`src/rtl/axim_ctrl_rd_burst_gen.sv`:
```
// AXI4 read-address burst generator: splits one (address, length) command into AR bursts
// with an outstanding-burst credit limit. Define AXIM_RD_4K_SPLIT_EN to split at 4 KB pages.
module axim_ctrl_rd_burst_gen #(
  parameter int unsigned C_ADDR_WIDTH      = 64,
  parameter int unsigned C_DATA_WIDTH      = 512,
  parameter int unsigned C_XFER_SIZE_WIDTH = 32,
  parameter int unsigned C_BURST_LEN       = 64,
  parameter int unsigned C_MAX_OUTSTANDING = 16
) (
  input  logic                         clk,
  input  logic                         rst,
  input  logic                         ctrl_start,
  input  logic [C_ADDR_WIDTH-1:0]      ctrl_addr_offset,
  input  logic [C_XFER_SIZE_WIDTH-1:0] ctrl_xfer_size_in_bytes,
  output logic                         ctrl_busy,
  output logic                         ctrl_done,
  output logic                         m_axi_arvalid,
  input  logic                         m_axi_arready,
  output logic [C_ADDR_WIDTH-1:0]      m_axi_araddr,
  output logic [7:0]                   m_axi_arlen,
  input  logic                         m_axi_rvalid,
  input  logic                         m_axi_rready,
  input  logic                         m_axi_rlast
);

  localparam int unsigned Bpb  = C_DATA_WIDTH / 8;
  localparam int unsigned OffW = $clog2(Bpb);
  localparam int unsigned OutW = $clog2(C_MAX_OUTSTANDING + 1);
  localparam logic [OutW-1:0]              MaxOut    = OutW'(C_MAX_OUTSTANDING);
  localparam logic [C_XFER_SIZE_WIDTH-1:0] BurstLenB = C_XFER_SIZE_WIDTH'(C_BURST_LEN);

  typedef enum logic [1:0] {StIdle, StIssue, StDrain} state_e;

  state_e                       state_q, state_d;
  logic [C_ADDR_WIDTH-1:0]      addr_q, addr_d;
  logic [C_XFER_SIZE_WIDTH-1:0] rem_q, rem_d;
  logic [OutW-1:0]              out_q, out_d;
  logic                         done_q, done_d;

  logic       ar_hs;
  logic       r_last;
  logic [8:0] cur_beats;

`ifdef AXIM_RD_4K_SPLIT_EN
  logic [12:0] page_bytes;
  logic [12:0] page_beats;
  assign page_bytes = 13'd4096 - {1'b0, addr_q[11:0]};
  assign page_beats = page_bytes >> OffW;
`endif

  // Beats in the burst currently presented on AR; stable while addr_q/rem_q are held.
  always_comb begin
    if (rem_q > BurstLenB) begin
      cur_beats = 9'(C_BURST_LEN);
    end else begin
      cur_beats = rem_q[8:0];
    end
`ifdef AXIM_RD_4K_SPLIT_EN
    if ({4'd0, cur_beats} > page_beats) begin
      cur_beats = page_beats[8:0];
    end
`endif
  end

  assign m_axi_arvalid = (state_q == StIssue) && (out_q < MaxOut);
  assign m_axi_araddr  = addr_q;
  assign m_axi_arlen   = (state_q == StIssue) ? 8'(cur_beats - 9'd1) : 8'd0;
  assign ctrl_busy     = (state_q != StIdle);
  assign ctrl_done     = done_q;

  assign ar_hs  = m_axi_arvalid & m_axi_arready;
  assign r_last = m_axi_rvalid & m_axi_rready & m_axi_rlast;

  // Outstanding credit; rlast with nothing in flight saturates at zero.
  always_comb begin
    out_d = out_q;
    unique case ({ar_hs, r_last})
      2'b10:   out_d = out_q + OutW'(1);
      2'b01:   out_d = (out_q != '0) ? out_q - OutW'(1) : '0;
      default: out_d = out_q;
    endcase
  end

  always_comb begin
    state_d = state_q;
    addr_d  = addr_q;
    rem_d   = rem_q;
    done_d  = 1'b0;
    unique case (state_q)
      StIdle: begin
        if (ctrl_start) begin
          if (ctrl_xfer_size_in_bytes == '0) begin
            done_d = 1'b1;
          end else begin
            addr_d  = ctrl_addr_offset;
            rem_d   = ctrl_xfer_size_in_bytes >> OffW;
            state_d = StIssue;
          end
        end
      end
      StIssue: begin
        if (ar_hs) begin
          addr_d = addr_q + (C_ADDR_WIDTH'(cur_beats) << OffW);
          rem_d  = rem_q - C_XFER_SIZE_WIDTH'(cur_beats);
          if (rem_d == '0) begin
            state_d = StDrain;
          end
        end
      end
      StDrain: begin
        if (out_d == '0) begin
          done_d  = 1'b1;
          state_d = StIdle;
        end
      end
      default: state_d = StIdle;
    endcase
  end

  always_ff @(posedge clk) begin
    if (rst) begin
      state_q <= StIdle;
      addr_q  <= '0;
      rem_q   <= '0;
      out_q   <= '0;
      done_q  <= 1'b0;
    end else begin
      state_q <= state_d;
      addr_q  <= addr_d;
      rem_q   <= rem_d;
      out_q   <= out_d;
      done_q  <= done_d;
    end
  end

endmodule

```
`config.mk`:
```
export PLATFORM = sky130hd
export DESIGN_NAME = axim_ctrl_rd_burst_gen
export DESIGN_NICKNAME = d
export VERILOG_FILES = /design/src/rtl/axim_ctrl_rd_burst_gen.sv
export SDC_FILE = /design/constraint.sdc
export NUM_CORES = 1
export LEC_CHECK = 0
export ABC_AREA = 1
export CAP_MARGIN = 20
export CORE_MARGIN = 3
export CORE_UTILIZATION = 55
export CTS_CLUSTER_SIZE = 25
export DETAILED_ROUTE_END_ITERATION = 8
export PLACE_DENSITY = 0.85
export SKIP_CTS_REPAIR_TIMING = 1
export SYNTH_ARGS = -nofsm -noshare
export SYNTH_HDL_FRONTEND = slang
export SYNTH_SLANG_ARGS = --single-unit
```
`constraint.sdc`:
```
create_clock -name clk -period 6.95 [get_ports clk]
set_clock_uncertainty 0.2 [all_clocks]
set_input_delay 1.0425 -clock clk [delete_from_list [all_inputs] [get_ports clk]]
set_output_delay 1.0425 -clock clk [all_outputs]
set_load 0.03 [all_outputs]
```
==> out/qor.csv, run 1 <==
metric,value,unit
outcome,"complete, no violations",
crit_path_end_kind,register,
routed_wirelength,30200,um
route.antenna.remaining_nets,0,
critPathRequiredTime,6.96,ns
port_buffers,177,
wire_length_of_the_first_global_routing_pass,47300,um
timing_max_transition_violations_final,0,
row_count,44,
total_i_o_pin_count,178,
synthDominantAreaCellType,sky130_fd_sc_hd__dfxtp_1,
ys_types,56,
place_hpwl,23100,um
worst_slack_setup_final,2.38,ns
globalRouteMet2Util,0.590,
dp_worst_setup_slack,1.92,ns
drive_gt1_frac,0.0618,
grt_antenna_before_repair,0,
synth_enable_flop_cells,0,
worst_setup_path_start_kind,register,
numPlacedInstances,1721,
timing.final.hold_violations,0,
vias,10158,
power_frac_seq,0.314,
post-route-period-util,0.657,
tritoncts,done,
grt_pass1_vias,9515,
cts_inserted_buffers,9,
design_area,10600,um2
design_power_total,2.54,mW
cts_num_sinks,104,
drt-initial-drc-count,856,
cap_viol_max_count,0,
synthCells,1404,
global_route.usage.total,0.349,
synth_seq_cells,104,
grt_max_degree,67,
worst_case_register_to_register_setup_slack,2.38,ns
core_area,14800,um2
min_path_type,register to register,
setup-tns-final,0,ns
least_margin_pin_slew,0.963,ns
timing.hold.worst_path_depth,2,
root_buffer,sky130_fd_sc_hd__clkbuf_16,
timing.final.setup_violations,0,
dieWidth,130,um
vias_per_cell,5.84,
power.combinational.fraction,0.471,
p_switching,1.15,mW
drt_first_pass_iters,6,
synth_top_cell_area_share,0.246,
design.final.nets,1668,
dieHeight,130,um
htreeDepth,3,
initial_utilization,0.571,
global_route.peak_usage_layer,met2,
timing_worst_setup_path_type,register to register,
clock_latency,0.36,ns
p_clk_frac,0.215,
power.leakage,4.04,nW
timing.rr.end,m_axi_araddr[59]$_SDFFE_PP0P_,
part_of_the_yosys_area_used_for_sequential_elements,0.246,
power.switching_fraction,0.452,
hold_slack,0.248,ns
area_growth_from_synthesis_to_layout,25.3,%
rr_worst_depth,20,
drc,0,
cts_buffer_depth,2,
groute.layer.met1.usage,0.426,
postSynth.asyncResetShare,0,
fin_cells,1738,
rsz0062_at_grt,no,
routed_wire_length_per_instance,17.4,um
critPathMaxFanout,6,
hp-start,m_axi_araddr[1]$_SDFFE_PP0P_,
grtUsageMet3,0.0634,
floorplan.die_area,16900,um2
irDropWorstVdd,179,uV
final_core_utilization,0.716,
yosys_warnings,0,
gp_routability_congestion,1.06,
post-route-min-period,4.57,ns
max-slew-margin-rel,0.357,
timing.rr.start,rem_q[18]$_SDFFE_PP0P_,
diodes,0,
p_int,1.39,mW
synth_most_common_cell,sky130_fd_sc_hd__nand2_1,
ys_dominant_reg_cell,sky130_fd_sc_hd__dfxtp_1,
synth.cell_area,8460,um2
cts.clk_slew.worst_paths,0.08,ns
achievable-frequency,219,MHz
cp.arrival,4.58,ns
placement.cell_area,10300,um2
worstHoldEndpoint,m_axi_araddr[1]$_SDFFE_PP0P_,
power_per_cell_area,239,nW/um2
netlist_top_cells_area,"sky130_fd_sc_hd__dfxtp_1 (25%), sky130_fd_sc_hd__nand2_1 (13%), sky130_fd_sc_hd__nor2_1 (8.4%)",
synth.cells.most_frequent,"sky130_fd_sc_hd__nand2_1 (301), sky130_fd_sc_hd__nor2_1 (190), sky130_fd_sc_hd__inv_1 (170)",
synthesis.area_per_instance,6.03,um2
grt_overflow,0,
## worst max-delay path: stages (launching register included)
cell and delay (ns):
sky130_fd_sc_hd__dfxtp_1 0.38, sky130_fd_sc_hd__nor2_1 0.17, sky130_fd_sc_hd__nand2_1 0.14, sky130_fd_sc_hd__nor2_1 0.17
sky130_fd_sc_hd__nand4_1 0.11, sky130_fd_sc_hd__nor4_1 0.53, sky130_fd_sc_hd__inv_1 0.22, sky130_fd_sc_hd__ha_1 0.43
sky130_fd_sc_hd__nand2_1 0.14, sky130_fd_sc_hd__nor4_1 0.22, sky130_fd_sc_hd__a21oi_1 0.15, sky130_fd_sc_hd__nor2_1 0.21
sky130_fd_sc_hd__nand2_1 0.16, sky130_fd_sc_hd__nor2_4 0.21, sky130_fd_sc_hd__nand3_1 0.20, sky130_fd_sc_hd__nor2_1 0.27
sky130_fd_sc_hd__nand3_1 0.14, sky130_fd_sc_hd__nand2_1 0.08, sky130_fd_sc_hd__nand2_1 0.04, sky130_fd_sc_hd__o21ai_0 0.16
sky130_fd_sc_hd__a21oi_1 0.08
## worst max path at each step
stage / startpoint / end / slack (ns)
2_1_floorplan: rem_q[12]$_SDFFE_PP0P_ / m_axi_arlen[4] / 3.36
3_3_place_gp: ctrl_xfer_size_in_bytes[14] / rem_q[5]$_SDFFE_PP0P_ / 2.09
3_5_place_dp: ctrl_xfer_size_in_bytes[13] / m_axi_araddr[6]$_SDFFE_PP0P_ / 1.92
4_1_cts: ctrl_xfer_size_in_bytes[13] / m_axi_araddr[6]$_SDFFE_PP0P_ / 2.29
5_1_grt: rem_q[18]$_SDFFE_PP0P_ / m_axi_araddr[59]$_SDFFE_PP0P_ / 1.98
6_report: rem_q[18]$_SDFFE_PP0P_ / m_axi_araddr[59]$_SDFFE_PP0P_ / 2.38
## cell families after synthesis
kind of cell / Yosys count / share of synthesized area
AND/OR/NAND/NOR: 760 / 0.410
AO/OA/AOI/OAI: 267 / 0.191
buffers and inverters: 236 / 0.108
flip-flops: 104 / 0.246
XOR/XNOR: 19 / 0.0197
adder cells (fa/ha/maj): 16 / 0.0245
other: 2 / 0.000887
## power by group through the flow
stage | sequential (mW) | clock (mW) | combinational, mW
floorplan | 0.883 | 0 | 0.694
global placement | 0.803 | 0 | 1.16
detailed placement | 0.804 | 0 | 1.17
CTS | 0.791 | 0.550 | 1.17
global route | 0.808 | 0.567 | 1.30
finish | 0.795 | 0.545 | 1.19
## routing by layer
layer / routed length [um] / up-vias
li1: - / 4989
met1: 12200 / 4609
met2: 14200 / 454
met3: 2270 / 106
met4: 1490 / 0
met5: 0 / -
## registers in the layout (all words and copies together), names as in the netlist
| register | flops |
|---|---|
| m_axi_araddr | 64 |
| state_q | 2 |
| ctrl_done | 1 |
| out_q | 5 |
| rem_q | 32 |
## placed cells by master, fill, tap and decap left out, types with 29 or more instances in the layout
cell | netlist | layout
sky130_fd_sc_hd__nor3_1 | 42 | 42
sky130_fd_sc_hd__dfxtp_1 | 104 | 104
sky130_fd_sc_hd__inv_1 | 170 | 170
sky130_fd_sc_hd__a21oi_1 | 112 | 112
sky130_fd_sc_hd__clkdlybuf4s50_1 | 0 | 176
sky130_fd_sc_hd__nand2_1 | 301 | 301
sky130_fd_sc_hd__o21ai_0 | 62 | 62
sky130_fd_sc_hd__nor2_1 | 190 | 190
sky130_fd_sc_hd__nand4_1 | 29 | 29
sky130_fd_sc_hd__nand3_1 | 110 | 110
## final cells by class
type / count / area, um2
flip-flops and latches: 104 / 2080
well taps: 184 / 230
repair buffers: 184 / 1830
clock buffers: 9 / 225
clock inverters: 7 / 75.1
multi-input cells: 1065 / 5470
fillers: 1298 / 4200
inverters: 185 / 697
Note: power is estimated with default switching activity, not from simulation.
==> inputs of run 2 (changes only) <==
--- a/config.mk
+++ b/config.mk
@@ -8,10 +8,10 @@
 export ABC_AREA = 1
 export CAP_MARGIN = 20
 export CORE_MARGIN = 3
-export CORE_UTILIZATION = 55
+export CORE_UTILIZATION = 53
 export CTS_CLUSTER_SIZE = 25
 export DETAILED_ROUTE_END_ITERATION = 8
-export PLACE_DENSITY = 0.85
+export PLACE_DENSITY = 0.83
 export SKIP_CTS_REPAIR_TIMING = 1
 export SYNTH_ARGS = -nofsm -noshare
 export SYNTH_HDL_FRONTEND = slang
==> constraint.sdc (replaced) <==
create_clock -name clk -period 4.6 [get_ports clk]
set_clock_uncertainty 0.2 [all_clocks]
set_input_delay 0.69 -clock clk [delete_from_list [all_inputs] [get_ports clk]]
set_output_delay 0.69 -clock clk [all_outputs]
set_load 0.03 [all_outputs]
==> run 2 against run 1 <==
Net effect:
- cell area rose by 0.67%
- critical path depth did not move
- critical path type unchanged
- die area rose by 3.6%
- non-clock buffer count rose by 6
- highest routed layer unchanged
- global-route usage fell by 0.91 points
- first-iteration DRC count rose by 5.7%
- utilization fell by 2.4 points
- maximum frequency rose by 9.4%
- cell count rose by 1.8%
- sequential cell count did not move
- critical endpoint unchanged
- via count rose by 1.5%
- largest cell class unchanged
- routed wire length rose by 2.2%
==> out/qor.csv, run 2 (synthesis results as in run 1) <==
metric,value,unit
outcome,"complete, no violations",
cap_viol_max_count,0,
drc,0,
fin_cells,1770,
timing_worst_setup_path_type,register to register,
timing.critical_path.mode_cell,sky130_fd_sc_hd__nand2_1,
worst_case_register_to_register_setup_slack,0.43,ns
tritoncts,done,
post-route-period-util,0.908,
setup-tns-final,0,ns
drt_first_pass_iters,8,
globalRouteMet2Util,0.582,
row_count,45,
rsz0062_at_grt,no,
cts.clk_slew.worst_paths,0.07,ns
worst_setup_path_start_kind,register,
place_hpwl,24000,um
max-slew-margin-rel,0.318,
design_power_total,3.82,mW
timing.final.hold_violations,0,
cts_num_sinks,104,
max_stage_delay,0.45,ns
timing.rr.start,rem_q[12]$_SDFFE_PP0P_,
area_growth_from_synthesis_to_layout,26.2,%
cp.arrival,4.18,ns
critical_path.top_delay_family,simple AND/OR/NAND/NOR gates,
min_path_type,register to register,
layout.cells.most_common_list,"sky130_fd_sc_hd__nand2_1 (301), sky130_fd_sc_hd__nor2_1 (190), sky130_fd_sc_hd__clkdlybuf4s50_1 (176)",
hp-start,m_axi_araddr[5]$_SDFFE_PP0P_,
grtUsageMet3,0.0584,
global_route.peak_usage_layer,met2,
critPathRequiredTime,4.61,ns
clock_latency,0.36,ns
vias_per_cell,5.82,
power_per_cell_area,358,nW/um2
timing_max_transition_violations_final,0,
irDropWorstVdd,242,uV
initial_utilization,0.549,
diodes,0,
wire_length_of_the_first_global_routing_pass,48900,um
root_buffer,sky130_fd_sc_hd__clkbuf_16,
critPathMaxFanout,6,
crit_path_end_kind,register,
worstSetupStartpoint,rem_q[12]$_SDFFE_PP0P_,
dieHeight,132,um
achievable-frequency,240,MHz
vias,10306,
post-route-min-period,4.17,ns
mostFrequentLayoutCell,sky130_fd_sc_hd__nand2_1,
design.final.nets,1674,
floorplan.die_area,17500,um2
routed_wirelength,30900,um
timing.final.setup_violations,0,
power.leakage,4.06,nW
critical_path.cell_chain,nor2_1 > nand2_2 > nor2_8 > inv_1 > nor4_1 > inv_1 > ha_1 > nand2_1 > nor4_1 > a21oi_1 > nor2_1 > nand2_1 > nor2_4 > nand3_1 > nor2_1 > nand3_1 > nand2_1 > nand2_1 > o21ai_0 > a21oi_1,
grt_antenna_before_repair,0,
htreeDepth,3,
cp_slowest_cell,sky130_fd_sc_hd__nor4_1,
least_margin_pin_slew,1.02,ns
drive_gt1_frac,0.0641,
cts_inserted_buffers,9,
route.antenna.remaining_nets,0,
dieWidth,132,um
largest_reg_flops,64,
grt_max_degree,97,
routed_wire_length_per_instance,17.4,um
numPlacedInstances,1755,
grt_pass1_vias,9639,
port_buffers,177,
timing.critical_path.buf_inv,2,
global_route.usage.total,0.340,
grt_overflow,0,
nFillCells,1417,
drt-initial-drc-count,905,
total_i_o_pin_count,178,
cts_buffer_depth,2,
groute.layer.met1.usage,0.417,
core_area,15400,um2
gp_routability_congestion,0.990,
## run 2: cell types whose count changed in the layout (fill, tap and decap cells not counted), sizes merged
cell | previous run | this run
buf | 8 | 14
inv | 189 | 185
clkinvlp | 0 | 2
clkbuf | 9 | 10
## run 2: layout make-up
cell class	instances	area, um2	share of cell area
Multi-Input combinational cell	1065	5470	0.512
Sequential cell	104	2080	0.195
Timing Repair Buffer	190	1880	0.176
Inverter	185	697	0.0653
Tap cell	211	264	0.0247
Clock buffer	10	229	0.0214
Clock inverter	5	58.8	0.00551
## run 2: routing by layer
layer,share of wire,vias to the layer above
met2,0.48,486
met4,0.053,0
li1,-,4998
met1,0.40,4707
met3,0.064,115
met5,0,-
## run 2: path summary, 6_finish.rpt
kind | end | depth (start not counted)
hold / removal | m_axi_araddr[5]$_SDFFE_PP0P_ | 2
setup / recovery | m_axi_araddr[59]$_SDFFE_PP0P_ | 20
hold reg to reg | m_axi_araddr[5]$_SDFFE_PP0P_ | 2
setup reg to reg | m_axi_araddr[59]$_SDFFE_PP0P_ | 20
## run 2: power by group
group | total [mW] | switching, mW | internal (mW)
Clock | 0.791 | 0.371 | 0.420
Combinational | 1.83 | 1.18 | 0.649
Sequential | 1.20 | 0.171 | 1.03
## run 2: per-stage QoR
step	utilization	area, um2	setup WS, ns	hold slack [ns]
after floorplan	-	8470	1.12	0.252
after global placement	0.673	10400	0.696	0.232
after detailed placement	0.673	10400	0.587	0.238
after CTS	0.692	10700	0.564	0.249
after global routing	0.692	10700	0.0332	0.262
final	0.692	10700	0.425	0.248
## run 2: worst min-delay path: cells and delay by family, from the launching register on
| kind | cells | cell delay (ns) |
|---|---|---|
| flops | 1 | 0.31 |
| compound gates | 1 | 0.05 |
| buf+inv | 1 | 0.04 |
